**config.mk**
```make
export PLATFORM = sky130hd
export DESIGN_NAME = exposure_timer
export DESIGN_NICKNAME = d
export VERILOG_FILES = /design/src/rtl/timer_pkg.sv /design/src/rtl/tick_prescaler.sv /design/src/rtl/exposure_timer.sv
export SDC_FILE = /design/constraint.sdc
export NUM_CORES = 1
export LEC_CHECK = 0
export BUFFER_PORTS_ARGS = -buffer_cell sky130_fd_sc_hd__buf_2
export CORE_AREA = 2 2 56 48
export DETAILED_ROUTE_END_ITERATION = 7
export DIE_AREA = 0 0 58 50
export PLACE_DENSITY = 0.79
export SETUP_SLACK_MARGIN = 0.02
export SYNTH_ARGS = -nofsm -noshare
export SYNTH_HDL_FRONTEND = slang
export SYNTH_HIERARCHICAL = 1
export SYNTH_SLANG_ARGS = --single-unit
```
**constraint.sdc**
```tcl
create_clock -name clk -period 6.9 [get_ports clk]
set_input_delay 1.035 -clock clk [delete_from_list [all_inputs] [get_ports clk]]
set_output_delay 1.035 -clock clk [all_outputs]
set_load 0.01 [all_outputs]
```
**src/rtl/timer_pkg.sv**
```systemverilog
// timer_pkg: shared state and mode encodings for the exposure timer.
// Holds no ports; imported by exposure_timer.
package timer_pkg;
   typedef enum logic [1:0] {IDLE, ARMED, RUN, DONE} timer_state_t;
   typedef enum logic {ONE_SHOT = 1'b0, AUTO_RELOAD = 1'b1} timer_mode_t;
endpackage

```
**src/rtl/tick_prescaler.sv**
```systemverilog
// tick_prescaler: divides clk into count steps of (pre+1) cycles.
// Ports: clk, reset (sync, active-high), clear (zero the phase counter),
// enable (advance this cycle), pre (cycles per step minus one),
// tick (combinational, high on the cycle a step completes).
module tick_prescaler #(
   parameter int PRE_W = 4
) (
   input  logic             clk,
   input  logic             reset,
   input  logic             clear,
   input  logic             enable,
   input  logic [PRE_W-1:0] pre,
   output logic             tick
);
   logic [PRE_W-1:0] pcnt;
   assign tick = enable && (pcnt == pre);
   always_ff @(posedge clk) begin
      if (reset || clear) pcnt <= '0;
      else if (enable) pcnt <= tick ? '0 : pcnt + PRE_W'(1);
   end
endmodule

```
**src/rtl/exposure_timer.sv**
```systemverilog
// exposure_timer: prescaled exposure countdown with one-shot/auto-reload, pause and abort.
// Ports: clk, reset (sync, active-high); ex_set/ex_start/ex_pause/ex_abort controls;
// init/prescale/mode configuration latched on ex_set; registered outputs
// busy (ARMED or RUN), ex_done (DONE level), done_pulse (one cycle per expiry),
// count (remaining steps).
module exposure_timer
   import timer_pkg::*;
#(
   parameter int CNT_W = 5,
   parameter int PRE_W = 4
) (
   input  logic             clk,
   input  logic             reset,
   input  logic             ex_set,
   input  logic             ex_start,
   input  logic             ex_pause,
   input  logic             ex_abort,
   input  logic [CNT_W-1:0] init,
   input  logic [PRE_W-1:0] prescale,
   input  logic             mode,
   output logic             busy,
   output logic             ex_done,
   output logic             done_pulse,
   output logic [CNT_W-1:0] count
);
   timer_state_t     state, state_n;
   timer_mode_t      mode_q, mode_n;
   logic [CNT_W-1:0] reload, reload_n, count_n;
   logic [PRE_W-1:0] pre_q, pre_n;
   logic             pulse_n, clear, enable, tick;

   tick_prescaler #(.PRE_W(PRE_W)) u_pre (
      .clk(clk), .reset(reset), .clear(clear), .enable(enable), .pre(pre_q), .tick(tick)
   );

   always_comb begin
      state_n  = state;
      count_n  = count;
      reload_n = reload;
      pre_n    = pre_q;
      mode_n   = mode_q;
      pulse_n  = 1'b0;
      clear    = 1'b0;
      enable   = 1'b0;
      if (ex_set) begin
         reload_n = init;
         pre_n    = prescale;
         mode_n   = timer_mode_t'(mode);
         count_n  = init;
         clear    = 1'b1;
         state_n  = (init == '0) ? DONE : ARMED;
         pulse_n  = (init == '0);
      end else if (ex_abort && state != IDLE) begin
         state_n = IDLE;
         count_n = '0;
         clear   = 1'b1;
      end else begin
         case (state)
            ARMED: state_n = ex_start ? RUN : ARMED;
            DONE: if (ex_start) begin
               state_n = RUN;
               count_n = reload;
               clear   = 1'b1;
            end
            RUN: begin
               enable = !ex_pause;
               if (tick && count > CNT_W'(1)) count_n = count - CNT_W'(1);
               else if (tick && count == CNT_W'(1)) begin
                  pulse_n = 1'b1;
                  count_n = (mode_q == AUTO_RELOAD) ? reload : '0;
                  state_n = (mode_q == AUTO_RELOAD) ? RUN : DONE;
               end
            end
            default: ;
         endcase
      end
   end

   always_ff @(posedge clk) begin
      if (reset) begin
         state      <= IDLE;
         count      <= '0;
         reload     <= '0;
         pre_q      <= '0;
         mode_q     <= ONE_SHOT;
         busy       <= 1'b0;
         ex_done    <= 1'b0;
         done_pulse <= 1'b0;
      end else begin
         state      <= state_n;
         count      <= count_n;
         reload     <= reload_n;
         pre_q      <= pre_n;
         mode_q     <= mode_n;
         busy       <= (state_n == ARMED) || (state_n == RUN);
         ex_done    <= (state_n == DONE);
         done_pulse <= pulse_n;
      end
   end
endmodule

```
Word level (Yosys, flattened, before mapping)
Cells that the tools add are included.
{ "totals": {"in_bits": 16, "wordCells": 62, "regBits": 24, "output_inout_bits": 8} }
{ "op_classes": {"n_reduce_logical": 11, "muxes": 29, "n_eq_ne": 10, "magnitude_cmp": 1, "addsub": 2} }
{ "ops": {"columns": ["cell", "count"], "rows": [
  ["$mux W5", 6],
  ["$mux W2", 7],
  ["$mux W1", 13],
  ["$pmux W5 S2", 1],
  ["$eq A2 B2 Y1 const B", 4],
  ["$pmux W2 S3", 1],
  ["$eq A5 B1 Y1 const B", 1],
  ["$gt A5 B1 Y1 const B", 1],
  ["$logic_not A5 Y1", 1],
  ["$ne A5 B5 Y1 const B", 1],
  ["$sub A5 B1 Y5 const B", 1],
  ["$add A4 B1 Y4 const B", 1],
  ["$eq A2 B1 Y1 const B", 2],
  ["$eq A4 B4 Y1", 1],
  ["$logic_and A1 B1 Y1", 4],
  ["$mux W4", 1],
  ["$ne A4 B4 Y1 const B", 1],
  ["$reduce_bool A4 Y1", 1],
  ["$reduce_and A3 Y1", 1],
  ["$logic_or A1 B1 Y1", 2],
  ["$reduce_bool A2 Y1", 1],
  ["$logic_not A1 Y1", 1]
]} }

Longest topological paths before layout
Gate-level depths: netlist (run 1).
{ "depth": {"word_depth": 13, "mapped_depth": 10, "ltp_nobuf": 10} }

Modules after synthesis
The synthesis (run 1) kept the hierarchy.
{ "modules_own_cells": {"columns": ["module", "area_per_inst_um2", "cells_each", "seq_area_each_um2", "n_inst"], "rows": [
  ["exposure_timer", 1033.5, 118, 400.4, 1],
  ["tick_prescaler", 246.5, 24, 80.1, 1]
]} }

Worst setup path before layout (run 1)
OpenSTA, ideal clock, no wires.
{ "synth_timing": {"kind": "input to register", "from": "input port ex_set", "to": "register busy", "arrival_ps": 3296, "required_time_ps": 6771, "path_buffers": 1, "setup_ps": 129, "setup_slack_ps": 3475, "cell_stages": 10, "cell_sequence": "clkbuf_1 or3_1 nor2_1 and4_4 and2_2 nand2_1 o32a_1 o31ai_2 ha_1 nor2b_1"} }
{ "synth_via": {"elab_chain_cells": 10} }
{ "synth_rtl": {"columns": ["element", "line", "text"], "rows": [
  ["start, declared", "exposure_timer.sv:14", "input logic ex_set,"],
  ["$mux W1 *", "exposure_timer.sv:45", "if (ex_set) begin"],
  ["via enable", "exposure_timer.sv:30", "logic pulse_n, clear, enable, tick;"],
  ["$logic_and A1 B1 Y1 *", "tick_prescaler.sv:16", "assign tick = enable && (pcnt == pre);"],
  ["via tick", "exposure_timer.sv:30", null],
  ["$logic_and A1 B1 Y1", "exposure_timer.sv:68", "else if (tick && count == CNT_W'(1)) begin"],
  ["$mux W2", "exposure_timer.sv:68", null],
  ["$mux W2 *", "exposure_timer.sv:67", "if (tick && count > CNT_W'(1)) count_n = count - CNT_W'(1);"],
  ["$pmux W2 S3 *", "exposure_timer.sv:58", "case (state)"],
  ["$mux W2 *", "exposure_timer.sv:53", "end else if (ex_abort && state != IDLE) begin"],
  ["$mux W2 *", "exposure_timer.sv:45", null],
  ["via state_n[0]", "exposure_timer.sv:26", "timer_state_t state, state_n;"],
  ["$eq A2 B1 Y1 / $eq A2 B2 Y1 (equally long branches)", "exposure_timer.sv:95", "busy <= (state_n == ARMED) || (state_n == RUN);"],
  ["$logic_or A1 B1 Y1 *", "exposure_timer.sv:95", null],
  ["end signal, assigned", "exposure_timer.sv:95", null],
  ["end, declared", "exposure_timer.sv:21", "output logic busy,"]
]} }
Mark *: on every way through the listed nets, which the timed path passes. The rest lies on a longest branch.
A chain may end at the register's enable or synchronous reset.

Final worst setup path (run 1)
Same ends and word-level chain as after synthesis.

==> results of run 1 <==
-- layout make-up --
type / instances / area (um^2) / share of cell area [%]
repair buffers: 23 / 115 / 7.85
well taps: 27 / 33.8 / 2.30
clock buffers: 3 / 22.5 / 1.54
inverters: 7 / 26.3 / 1.79
flip-flops and latches: 24 / 480 / 32.8
clock inverters: 1 / 30.0 / 2.05
multi-input cells: 107 / 758 / 51.7
-- per-layer routing --
layer / vias up / routed length (um) / track usage [%]
li1: 555 / - / -
met1: 546 / 1260 / 27.0
met2: 36 / 1390 / 33.1
met3: 7 / 151 / 6.30
met4: 0 / 55 / 9.30
met5: - / 0 / 0
-- placed cells by master, fill, tap and decap left out, drive strengths merged, types with 2 or more instances in the layout --
| master | Yosys | final |
|---|---|---|
| a211oi | 3 | 3 |
| a21oi | 7 | 7 |
| a22oi | 3 | 3 |
| a31oi | 5 | 5 |
| and2 | 4 | 4 |
| buf | 1 | 23 |
| clkbuf | 3 | 3 |
| dfxtp | 24 | 24 |
| ha | 4 | 4 |
| inv | 7 | 7 |
| mux2i | 7 | 7 |
| nand2 | 15 | 15 |
| nand3 | 3 | 3 |
| nor2 | 14 | 14 |
| nor2b | 2 | 2 |
| nor3 | 2 | 2 |
| o21ai | 5 | 5 |
| or3 | 5 | 5 |
| xnor2 | 8 | 8 |
| xor2 | 2 | 2 |
-- cells by family after synthesis --
family	count (synthesis)	share of synthesized area, %
fa+ha+maj	4	3.91
mux	7	5.47
flops	24	37.5
simple gates	54	22.8
buf+inv	11	3.23
xor+xnor	10	6.84
compound gates	32	20.2
-- worst paths after layout --
| path | startpoint | slack, ns | cells past startpoint | end |
|---|---|---|---|---|
| worst max-delay path | ex_set | 3.50 | 10 | busy$_SDFF_PP0_ |
| worst min-delay path | reload[1]$_SDFFE_PP0P_ | 0.48 | 2 | reload[1]$_SDFFE_PP0P_ |
| worst max register to register | state[1]$_SDFF_PP0_ | 3.81 | 10 | busy$_SDFF_PP0_ |
| worst min register to register | reload[1]$_SDFFE_PP0P_ | 0.48 | 2 | reload[1]$_SDFFE_PP0P_ |
-- power by group through the flow --
stage                     Clock (mW)  Combinational [mW]  Sequential, mW
after floorplan                    0              0.0287           0.155
after global placement             0              0.0419           0.155
after detailed placement           0              0.0429           0.155
after CTS                      0.106              0.0433           0.152
after global routing           0.114              0.0478           0.153
final                          0.104              0.0434           0.152
-- state kept, by name (all words and copies together), names as in the netlist --
name / count
busy: 1
count: 5
done_pulse: 1
ex_done: 1
mode_q: 1
pre_q: 4
reload: 5
state: 2
u_pre/pcnt: 4
-- worst max-delay path, cell delays in order --
cell and delay (ns):
buf_2 0.21, or3_1 0.44, nor2_1 0.37, and4_4 0.34, and2_2 0.20, nand2_1 0.08
o32a_1 0.35, o31ai_2 0.20, ha_1 0.26, nor2b_1 0.13
-- through the flow --
step	hold WS, ns	utilization [%]
floorplan	0.445	-
global placement	0.464	60.9
detailed placement	0.466	60.9
CTS	0.485	63.1
global route	0.512	63.1
finish	0.484	63.1
==> results.yml, run 1 <==
run_status:
  outcome: "finished clean"
sta:
  fin_crit_ns: 3.40
  setup_slack_ns: 3.50
  max_slew_margin_pct: 70.3
  setup_viol: 0
  finalHoldViolCount: 0
  setup_tns_ns: 0
  finalCritPeriodShare_pct: 49.3
  skew_ns: 0.00320
  tightestPinTransition_ns: 0.444
  rsz0062_at_grt: "false"
  maxSlewViolCount: 0
  fmax_mhz: 294
place:
  gp_congestion: 0.889
  hpwl_um: 2140
  portBuffers: 23
  place_inst: 188
  place_ws_ns: 3.17
  placed_area_mm2: 0.00141
global_routing:
  grt_pass1_wl_um: 4760
  grt_max_degree: 22
  grt_pass1_vias: 1074
  grt_use_total_pct: 21.3
  antenna_found_initial: 0
  grt_overflow: 0
final_layout:
  fin_cells: 192
  n_antenna_cell: 0
  postLayoutCellArea_mm2: 0.00147
  fill_cells: 198
  syn_to_final_growth_pct: 14.6
  nets: 186
  drive_gt1_share_pct: 25.5
min_path:
  min_path_type: "flip-flop to flip-flop"
synth:
  synth_ff_type: "dfxtp_1"
  synth_warnings: 6
  yosysSeqAreaShare_pct: 37.5
  avgSynthCellArea_um2: 9.01
  syn_area_mm2: 0.00128
  synthCells: 142
  synth.top_cell.area_share_pct: 37.5
  yosys_register_bits: 24
  netlist_top_cells_count: "24 x dfxtp_1, 15 x nand2_1, 14 x nor2_1"
  ys_top_cells_by_area: "dfxtp_1 38%, mux2i_1 5.5%, xnor2_1 5.5%, nand2_1 4.4%, nor2_1 4.1%"
  yosys.area.top_type: "dfxtp_1"
  synth.most_common_cell: "dfxtp_1"
  yosysUniqueCellTypes: 42
  synth_nets: 162
  synth_edf_count: 0
  async_flop_share_pct: 0
worst_setup_path:
  setup.worst_path.start_class: "input port"
  cp.arrival_ns: 3.63
  path_max_fanout: 16
  cp.required_ns: 7.12
  critPathKind: "input port to flip-flop"
  critPathCaptureType: "flip-flop"
job:
  drv_cap: 0
clock_tree:
  cts_tree: "yes"
  cts_setup_buffers: 0
  clk_pin_slew_ns: 0.13
  cts.path.max_buffers: 2
  cts_resized: 0
  clk_latency_ns: 0.33
  postCtsHoldBufs: 0
  cts_sinks: 24
  numCtsBuffers: 3
  cts_root_buffer: "clkbuf_4"
  cts-htree-levels: 1
floorplanning:
  io_pins: 24
  core-area_mm2: 0.00232
  die_w_um: 58
  initial_utilization_pct: 55.1
  die_h_um: 50
  die_area_mm2: 0.00290
  rows: 16
pwr:
  total_power_uw: 300
  irDropWorstVdd_v: 0.000205
  netSwitchingFraction_pct: 25.4
  pwr-share-clk_pct: 34.7
  switching_power_uw: 76.1
  p_comb_share_pct: 14.5
  p_seq_share_pct: 50.8
  p_int_uw: 224
  p_leak_nw: 0.577
  powerDensity_mw_per_mm2: 204
routing:
  vias: 1144
  routedWlPerCell_um: 14.9
  first_pass_iters: 4
  drcViolationCount: 0
  drt_iter0_drc: 30
  drt-vias-per-instance: 5.96
  ant_nets: 0
  totalWireLength_um: 2850
(Power assumes the default switching activity.)
==> inputs of run 2 (changes only) <==
Settings changed: CORE_AREA 2 2 56 48 to 2 2 61 51, DIE_AREA 0 0 58 50 to 0 0 63 53, PLACE_DENSITY 0.79 to 0.72.
Clock period 6.9 ns to 3.1 ns, I/O delays scaled along.
==> run 2 against run 1 <==
Against the previous run:
- non-clock buffer count rose by 2
- clock power rose by 120%
- clock skew barely moved
- critical endpoint unchanged
==> results.yml, run 2 (synthesis results as in run 1) <==
floorplanning:
  rows: 17
  die_area_mm2: 0.00334
  initial_utilization_pct: 47.4
  die_w_um: 63
  core-area_mm2: 0.00270
  die_h_um: 53
  io_pins: 24
routing:
  totalWireLength_um: 2990
  drcViolationCount: 0
  ant_nets: 0
  drt-vias-per-instance: 5.70
  routedWlPerCell_um: 14.6
  first_pass_iters: 5
  vias: 1169
  drt_iter0_drc: 88
global_routing:
  antenna_found_initial: 0
  grt_max_degree: 22
  grt_use_total_pct: 18.7
  grt_pass1_wl_um: 4820
  grt_overflow: 0
  grt_pass1_vias: 1052
worst_setup_path:
  crit_family: "simple AND/OR/NAND/NOR gates"
  cp.arrival_ns: 2.99
  crit_buf_inv: 0
  critPathKind: "flip-flop to flip-flop"
  crit_chain: "nand2b_1 -> or3_1 -> nor2_1 -> and4_4 -> and2_2 -> nand2_1 -> o32a_1 -> o31ai_2 -> ha_1 -> nor2b_1"
  cp_slowest_cell: "or3_1"
  cp.required_ns: 3.32
  setup.worst_path.start_class: "flip-flop"
  path_max_fanout: 7
  critPathCaptureType: "flip-flop"
  cpPeakStageDelay_ns: 0.39
clock_tree:
  cts-htree-levels: 1
  clk_pin_slew_ns: 0.14
  cts_root_buffer: "clkbuf_4"
  cts_sinks: 24
  cts_resized: 0
  cts_setup_buffers: 0
  postCtsHoldBufs: 0
  cts_tree: "yes"
  cts.path.max_buffers: 2
  numCtsBuffers: 3
  clk_latency_ns: 0.32
final_layout:
  nets: 188
  n_antenna_cell: 0
  top_regs: "count: 5 flops, reload: 5 flops"
  postLayoutCellArea_mm2: 0.00150
  final_core_util_pct: 55.3
  syn_to_final_growth_pct: 16.8
  final_common_cell: "dfxtp_1"
  drive_gt1_share_pct: 26.3
  fin_cells: 205
  fill_cells: 273
  layout_common_cells: "24 x dfxtp_1, 23 x buf_2, 15 x nand2_1"
sta:
  skew_ns: 0.00355
  setup_slack_ns: 0.321
  tightestPinTransition_ns: 0.461
  max_slew_margin_pct: 68.9
  setup_tns_ns: 0
  maxSlewViolCount: 0
  fin_crit_ns: 2.78
  rsz0062_at_grt: "false"
  fmax_mhz: 360
  finalHoldViolCount: 0
  finalCritPeriodShare_pct: 89.6
  setup_viol: 0
place:
  placed_area_mm2: 0.00144
  portBuffers: 23
  gp_congestion: 0.938
  place_inst: 201
  hpwl_um: 2260
  place_ws_ns: 0.366
pwr:
  p_seq_share_pct: 51.0
  p_leak_nw: 0.587
  p_int_uw: 498
  p_comb_share_pct: 14.5
  netSwitchingFraction_pct: 25.3
  switching_power_uw: 168
  powerDensity_mw_per_mm2: 446
  pwr-share-clk_pct: 34.4
  irDropWorstVdd_v: 0.000337
run_status:
  outcome: "finished clean"
min_path:
  min_path_type: "input port to flip-flop"
job:
  drv_cap: 0
==> run 2: changes by cell type in the layout (fill, tap and decap cells not counted), sizes merged <==
cell,previous run,this run
buf,23,25
==> run 2: routing by layer <==
layer	global-route usage, %	up-vias	share of wire [%]
li1	-	565	-
met1	24.7	557	49
met2	29.3	43	43
met3	5.96	4	7.5
met4	5.19	0	0.90
met5	0	-	0
==> run 2: worst reg2reg max path, stage by stage, from the launching register on <==
cell      delay [ns]
dfxtp_1         0.38
nand2b_1        0.27
or3_1           0.39
nor2_1          0.16
and4_4          0.26
and2_2          0.19
nand2_1         0.08
o32a_1          0.36
o31ai_2         0.21
ha_1            0.26
nor2b_1         0.12
==> run 2: path summary, 6_finish.rpt <==
path                            slack (ns)                   start                      to  cells after the start
worst min register to register        0.48  reload[1]$_SDFFE_PP0P_  reload[1]$_SDFFE_PP0P_                      2
worst max-delay path                  0.32     state[0]$_SDFF_PP0_         busy$_SDFF_PP0_                     10
worst min-delay path                  0.38             prescale[2]   pre_q[2]$_SDFFE_PP0P_                      3
worst max register to register        0.32     state[0]$_SDFF_PP0_         busy$_SDFF_PP0_                     10
==> run 2: cell type report <==
type / count / area (um^2) / area share (%)
clock buffers: 3 / 22.5 / 1.51
multi-input cells: 107 / 758 / 50.7
clock inverters: 1 / 30.0 / 2.01
repair buffers: 25 / 130 / 8.70
inverters: 7 / 26.3 / 1.76
flip-flops and latches: 24 / 480 / 32.1
well taps: 38 / 47.5 / 3.18
==> run 2: through the flow <==
stage | total power, mW | hold slack, ns
finish | 0.667 | 0.378
global route | 0.693 | 0.393
CTS | 0.670 | 0.378
detailed placement | 0.443 | 0.460
global placement | 0.440 | 0.463
floorplan | 0.409 | 0.445
==> run 2: power groups by stage <==
stage | Clock [mW] | Combinational (mW) | Sequential [mW]
after detailed placement | 0 | 0.0962 | 0.347
after CTS | 0.233 | 0.0967 | 0.340
after floorplan | 0 | 0.0639 | 0.345
final | 0.229 | 0.0969 | 0.340
after global routing | 0.243 | 0.107 | 0.342
after global placement | 0 | 0.0943 | 0.346
